`config.mk`:
```
export PLATFORM = sky130hd
export DESIGN_NAME = mpu_prog_seq
export DESIGN_NICKNAME = d
export VERILOG_FILES = /design/src/rtl/mpu_prog_seq.sv
export SDC_FILE = /design/constraint.sdc
export NUM_CORES = 1
export LEC_CHECK = 0
export ABC_AREA = 0
export CORE_UTILIZATION = 37
export DETAILED_ROUTE_END_ITERATION = 8
export MAX_ROUTING_LAYER = met4
export PLACE_DENSITY_LB_ADDON = 0.3
export SYNTH_ARGS = -nofsm -noshare
export SYNTH_HDL_FRONTEND = slang
export SYNTH_SLANG_ARGS = --single-unit
```
`constraint.sdc`:
```
create_clock -name clk -period 5.9 [get_ports clk]
set_input_delay 1.18 -clock clk [delete_from_list [all_inputs] [get_ports clk]]
set_output_delay 1.18 -clock clk [all_outputs]
set_load 0.03 [all_outputs]
```
`src/rtl/mpu_prog_seq.sv`:
```
// Purpose: CSR-programmed sequencer that validates staged MPU region writes and issues one prog_en strobe.
// Latency: CMD write at edge N -> CHECK in cycle N+1 -> prog_en high in cycle N+2.
// Backpressure: none; staging/CMD writes while BUSY are dropped and flagged on csr_err.
// Option: define MPU_PROG_SHADOW_EN to keep a per-region shadow readable through BASE/LIMIT/ATTR.
module mpu_prog_seq #(
   parameter int NREG = 8,
   localparam int IDXW = $clog2(NREG)
) (
   input  logic            clk,
   input  logic            rst_n,
   input  logic            csr_we,
   input  logic            csr_re,
   input  logic [2:0]      csr_addr,
   input  logic [31:0]     csr_wdata,
   output logic [31:0]     csr_rdata,
   output logic            csr_err,
   output logic [31:0]     smpuctl_q,
   output logic            prog_en,
   output logic [IDXW-1:0] prog_idx,
   output logic [70:0]     prog_region
);

   // 70 significant bits; the top bit of prog_region is reserved and driven 0.
   typedef struct packed {
      logic        valid;
      logic [31:0] base;
      logic [31:0] limit;
      logic        r;
      logic        w;
      logic        x;
      logic        user_ok;
      logic        is_ispace;
   } region_t;

   typedef enum logic [1:0] {S_IDLE, S_CHECK, S_ISSUE} state_t;

   state_t          state_q, state_d;
   logic [IDXW-1:0] sel_q;
   logic [31:0]     base_q, limit_q;
   logic [4:0]      attr_q;
   logic            commit_q;
   logic            lock_q;
   logic [2:0]      stat_q;
   region_t         region_q, new_region;
   logic            busy, wr_ok, cmd_go, accept, rej_lock, rej_args;
   logic [2:0]      stat_clr;

   assign busy   = (state_q != S_IDLE);
   assign wr_ok  = csr_we && !busy;
   assign cmd_go = wr_ok && (csr_addr == 3'd4) && (csr_wdata[0] || csr_wdata[1]);

   assign smpuctl_q   = {30'b0, busy, lock_q};
   assign prog_region = {1'b0, region_q};

   // Region image presented at issue: staging for COMMIT, all-zero for INVAL.
   always_comb begin
      new_region = '0;
      if (commit_q) begin
         new_region.valid     = 1'b1;
         new_region.base      = base_q;
         new_region.limit     = limit_q;
         new_region.r         = attr_q[0];
         new_region.w         = attr_q[1];
         new_region.x         = attr_q[2];
         new_region.user_ok   = attr_q[3];
         new_region.is_ispace = attr_q[4];
      end
   end

   // FSM next state and CHECK verdict; lock outranks argument sanity, INVAL skips the range test.
   always_comb begin
      state_d  = state_q;
      accept   = 1'b0;
      rej_lock = 1'b0;
      rej_args = 1'b0;
      case (state_q)
         S_IDLE:  if (cmd_go) state_d = S_CHECK;
         S_CHECK: begin
            if (lock_q)                            rej_lock = 1'b1;
            else if (commit_q && limit_q < base_q) rej_args = 1'b1;
            else                                   accept   = 1'b1;
            state_d = accept ? S_ISSUE : S_IDLE;
         end
         S_ISSUE: state_d = S_IDLE;
         default: state_d = S_IDLE;
      endcase
   end

   // State register.
   always_ff @(posedge clk or negedge rst_n) begin
      if (!rst_n) state_q <= S_IDLE;
      else        state_q <= state_d;
   end

   // Staging registers and command type; only writable while idle.
   always_ff @(posedge clk or negedge rst_n) begin
      if (!rst_n) begin
         sel_q    <= '0;
         base_q   <= '0;
         limit_q  <= '0;
         attr_q   <= '0;
         commit_q <= 1'b0;
      end else if (wr_ok) begin
         case (csr_addr)
            3'd0: sel_q   <= csr_wdata[IDXW-1:0];
            3'd1: base_q  <= csr_wdata;
            3'd2: limit_q <= csr_wdata;
            3'd3: attr_q  <= csr_wdata[4:0];
            3'd4: if (cmd_go) commit_q <= csr_wdata[0];
            default: ;
         endcase
      end
   end

   assign stat_clr = (csr_we && csr_addr == 3'd6) ? csr_wdata[2:0] : 3'b000;

   // Sticky lock, W1C status (hardware set beats clear), and error flag for dropped writes.
   always_ff @(posedge clk or negedge rst_n) begin
      if (!rst_n) begin
         lock_q  <= 1'b0;
         stat_q  <= '0;
         csr_err <= 1'b0;
      end else begin
         if (csr_we && csr_addr == 3'd5 && csr_wdata[0]) lock_q <= 1'b1;
         stat_q  <= (stat_q & ~stat_clr) | {accept, rej_args, rej_lock};
         csr_err <= csr_we && busy && (csr_addr < 3'd5);
      end
   end

   // Issue strobe and held region/index outputs, loaded as CHECK accepts.
   always_ff @(posedge clk or negedge rst_n) begin
      if (!rst_n) begin
         prog_en  <= 1'b0;
         prog_idx <= '0;
         region_q <= '0;
      end else begin
         prog_en <= accept;
         if (accept) begin
            prog_idx <= sel_q;
            region_q <= new_region;
         end
      end
   end

`ifdef MPU_PROG_SHADOW_EN
   region_t shadow_q [NREG];
   region_t rd_reg;

   // Shadow copy of every issued region, indexed by region number.
   always_ff @(posedge clk or negedge rst_n) begin
      if (!rst_n) begin
         for (int i = 0; i < NREG; i++) shadow_q[i] <= '0;
      end else if (accept) begin
         shadow_q[sel_q] <= new_region;
      end
   end

   assign rd_reg = shadow_q[sel_q];
`endif

   // CSR read mux; a simultaneous write suppresses the read data.
   always_comb begin
      csr_rdata = '0;
      if (csr_re && !csr_we) begin
         case (csr_addr)
            3'd0: csr_rdata[IDXW-1:0] = sel_q;
`ifdef MPU_PROG_SHADOW_EN
            3'd1: csr_rdata = rd_reg.base;
            3'd2: csr_rdata = rd_reg.limit;
            3'd3: csr_rdata = {26'b0, rd_reg.valid, rd_reg.is_ispace, rd_reg.user_ok,
                               rd_reg.x, rd_reg.w, rd_reg.r};
`else
            3'd1: csr_rdata = base_q;
            3'd2: csr_rdata = limit_q;
            3'd3: csr_rdata = {27'b0, attr_q};
`endif
            3'd5: csr_rdata = {30'b0, busy, lock_q};
            3'd6: csr_rdata = {29'b0, stat_q};
            default: csr_rdata = '0;
         endcase
      end
   end

endmodule
```
==> summary.md <==
| Metric | Value |
|---|---|
| Status | finished, final reports clean |
| Dpl cell area | 9400 um^2 |
| Number of global-route vias before repair | ~5.5k |
| Final WS setup | 0.743 ns |
| Initial core utilization | 0.383 |
| Worst-path maximum fanout | 17 |
| Leak | 4.29 nW |
| Final hold vios | 0 |
| Worst Reg-to-Reg Cells | 9 |
| TNS Setup | 0 ns |
| Top FF cell, synth | dfrtp_1 |
| Power Dens Cells | 365 nW/um^2 |
| Post-synthesis mux area share | 0.203 |
| Die height | 148 um |
| Die X | 148 um |
| Crit Path Class | in -> out |
| Pre-CTS setup slack | 0.778 ns |
| Worst VDD drop | 0.190 mV |
| Post-CTS Setup Bufs | 0 |
| Worst path max stage delay | 0.83 ns |
| Vias per cell | 4.74 |
| Post-CTS Resized | 0 |
| Routed wire length | 18.2 mm |
| Layout Skew | 0.00828 ns |
| Seq/Total Area, Yosys | 0.491 |
| Number of buffers created by CTS | 17 |
| GP Congestion | 0.830 |
| Largest net degree at the start of global routing | roughly 110 |
| RR Startpoint | base_q[31] |
| Max-cap violations | 0 |
| Combinational family with the most area after synthesis | multiplexers |
| Longest Clk Path Bufs | 2 |
| Slowest cell on the critical path | clkdlybuf4s50_1 |
| Crit path launch type | input pin |
| Layout cells sized above 1 | 0.130 |
| Cells after Synth | 737 |
| Final setup violation count | 0 |
| CTS Hold Buffers Added | 0 |
| Synth Area in Adders | 0.0494 |
| Initial antenna violation count | 0 |
| Beginning of the critical path | csr_addr[1] |
| CTS root buffer | clkbuf_16 |
| Fmax | 194 MHz |
| R2R setup slack | roughly 2.5 ns |
| Minimum clock period | about 5.2 ns |
| Reg2Reg Capture Point | prog_region[2] |
| Synth Area in Compound Gates | 0.0646 |
| Crit-path leading delay family | buffers and inverters |
| Vias | 5,477 |
| Post-route cell area | 9990 um^2 |
| Synth Cell Area | 7840 um^2 |
| Post-Synth XOR/XNOR Area | 0 |
| Syn avg cell area | 10.6 um^2 |
| Core area | 20,500 um^2 |
| CTS tree | done |
| DR pass1 iterations | 4 |
| Total gr overflow | 0 |
| CP arrival | 3.98 ns |
| Area Overhead vs Synth | 27.4% |
| Simple-Gate Fraction of Synth Area | 0.0860 |
| Detailed Place HPWL | roughly 12 mm |
| Hold crit path type | reg -> reg |
| Total GRT Usage | 0.179 |
| Synthesis Warnings | 0 |
| Number of synthesized flops with an enable pin | 0 |
| Relative slew slack | 0.313 |
| Row count | 52 |
| First DRT Iteration DRCs | 214 |
| Critical path endpoint category | primary output |
| Avg WL per Cell | 15.8 um |
| CTS clk-pin slew, worst paths | 0.07 ns |
| First-pass GRT wire length | between 20 and 30 mm |
| Final #Nets | 942 |
| IO buf count | 147 |
| Ports | 179 |
| #FFs+latches synth | 154 |
| CP required | 4.72 ns |
| Ant. Diodes | 0 |
| CTS H-tree depth | 4 |
| CP Capture Point | csr_rdata[16] |
| Worst-path cell chain | clkdlybuf4s50_1, nor2_1, or3_1, buf_4, nor2_1, clkdlybuf4s50_1 |
| Worst-skew pair later-pin latency | between 0.4 and 0.5 ns |
| Netlist cell types | 42 |
| Routed Antenna Nets | 0 |
| CP bufs+invs | 3 |
| Worst slew pin tran | about 1 ns |
| Final period util | 0.874 |
| Sink Count | 154 |
| DRC | 0 |
| Levels on crit path | 6 |
| Asr flop ratio synth | 1.00 |
| Slew Viols, Final | 0 |
| Full die area | 21,800 um^2 |
| Unrepaired setup endpoints after global routing | false |
==> flip-flops by register name, summed over array words and instances (netlist names) <==
name,cells
csr_err,1
lock_q,1
sel_q,3
base_q,32
attr_q,5
prog_region,70
state_q,2
commit_q,1
limit_q,32
prog_en,1
prog_idx,3
stat_q,3
==> worst register-to-register path: stages, from the launching register on <==
cell	delay, ns
dfrtp_1	0.44
inv_1	0.07
ha_1	0.31
nand4_1	0.17
nor4_1	0.45
and3_1	0.31
and2_1	0.19
a22o_4	0.79
buf_4	0.38
mux2i_1	0.22
==> layout by cell type, fill, tap and decap left out, types with 7 or more instances in the layout <==
cell,Yosys,routed
dfrtp_1,154,153
nand2_1,92,90
mux2i_1,70,70
inv_1,103,103
mux2_2,67,67
conb_1,1,31
o21ai_0,10,10
nor2_1,39,38
a21oi_1,13,13
buf_4,35,7
clkbuf_16,0,17
a22oi_1,30,30
mux2_1,10,10
clkdlybuf4s50_1,0,146
ha_1,31,31
==> where the power goes <==
part	switching, mW	internal, mW	total, mW
sequential	0.185	1.28	1.46
combinational	0.600	0.472	1.07
clock	0.480	0.634	1.11
==> Yosys cell counts (5+ instances only) <==
master    number  area, um^2
a22oi_1       30         225
a21oi_1       13        65.1
dfrtp_1      154        3850
buf_6          6        67.6
clkbuf_1      20        75.1
o21ai_0       10        50.1
inv_1        103         387
ha_1          31         388
nand2_1       92         345
mux2i_1       70         701
nor2_1        39         146
buf_2          7        35.0
nand3_1        5        25.0
mux2_2        67         754
mux2_1        10         113
buf_4         35         263
a22o_1         5        43.8
==> final cells by class <==
type                       instances  area, um^2
inverter                         103         387
clock buffer                      18         429
fill                            1935       10500
multi-input combinational        442        3290
timing repair buffer             154        1530
tap                              270         338
sequential                       154        3850
clock inverter                    14         168
==> layer usage <==
metal | GRT usage | vias up | wire, um
li1 | - | 2646 | -
met1 | 0.243 | 2653 | 8780
met2 | 0.270 | 163 | 8290
met3 | 0.0340 | 15 | 909
met4 | 0.0557 | 0 | 219
met5 | - | - | 0
==> per-stage QoR <==
stage | power (mW) | utilization | hold slack [ns] | cells
4_1_cts | 3.70 | 0.488 | 0.492 | 1155
3_3_place_gp | 2.55 | 0.458 | 0.464 | 1123
6_report | 3.65 | 0.488 | 0.487 | 1155
3_5_place_dp | 2.56 | 0.458 | 0.476 | 1123
5_1_grt | 3.86 | 0.488 | 0.508 | 1155
2_1_floorplan | 2.15 | - | 0.450 | 767
==> cells by family (layout without fill, tap and decap cells) <==
group                    after synthesis  count (layout)
AO/OA/AOI/OAI                         73              73
buffers and inverters                171             289
multiplexers                         148             148
adder cells (fa/ha/maj)               31              31
flip-flops                           154             154
other                                  1              31
AND/OR/NAND/NOR                      159             159
==> worst min path at each step <==
stage	cells past startpoint	slack, ns	end	startpoint
finish	1	0.49	stat_q[2]	stat_q[2]
global route	1	0.51	prog_idx[1]	prog_idx[1]
CTS	1	0.49	stat_q[2]	stat_q[2]
detailed placement	1	0.48	stat_q[2]	stat_q[2]
global placement	1	0.46	stat_q[2]	stat_q[2]
floorplan	1	0.45	stat_q[2]	stat_q[2]
No activity file was read; power rests on OpenSTA's default activity.
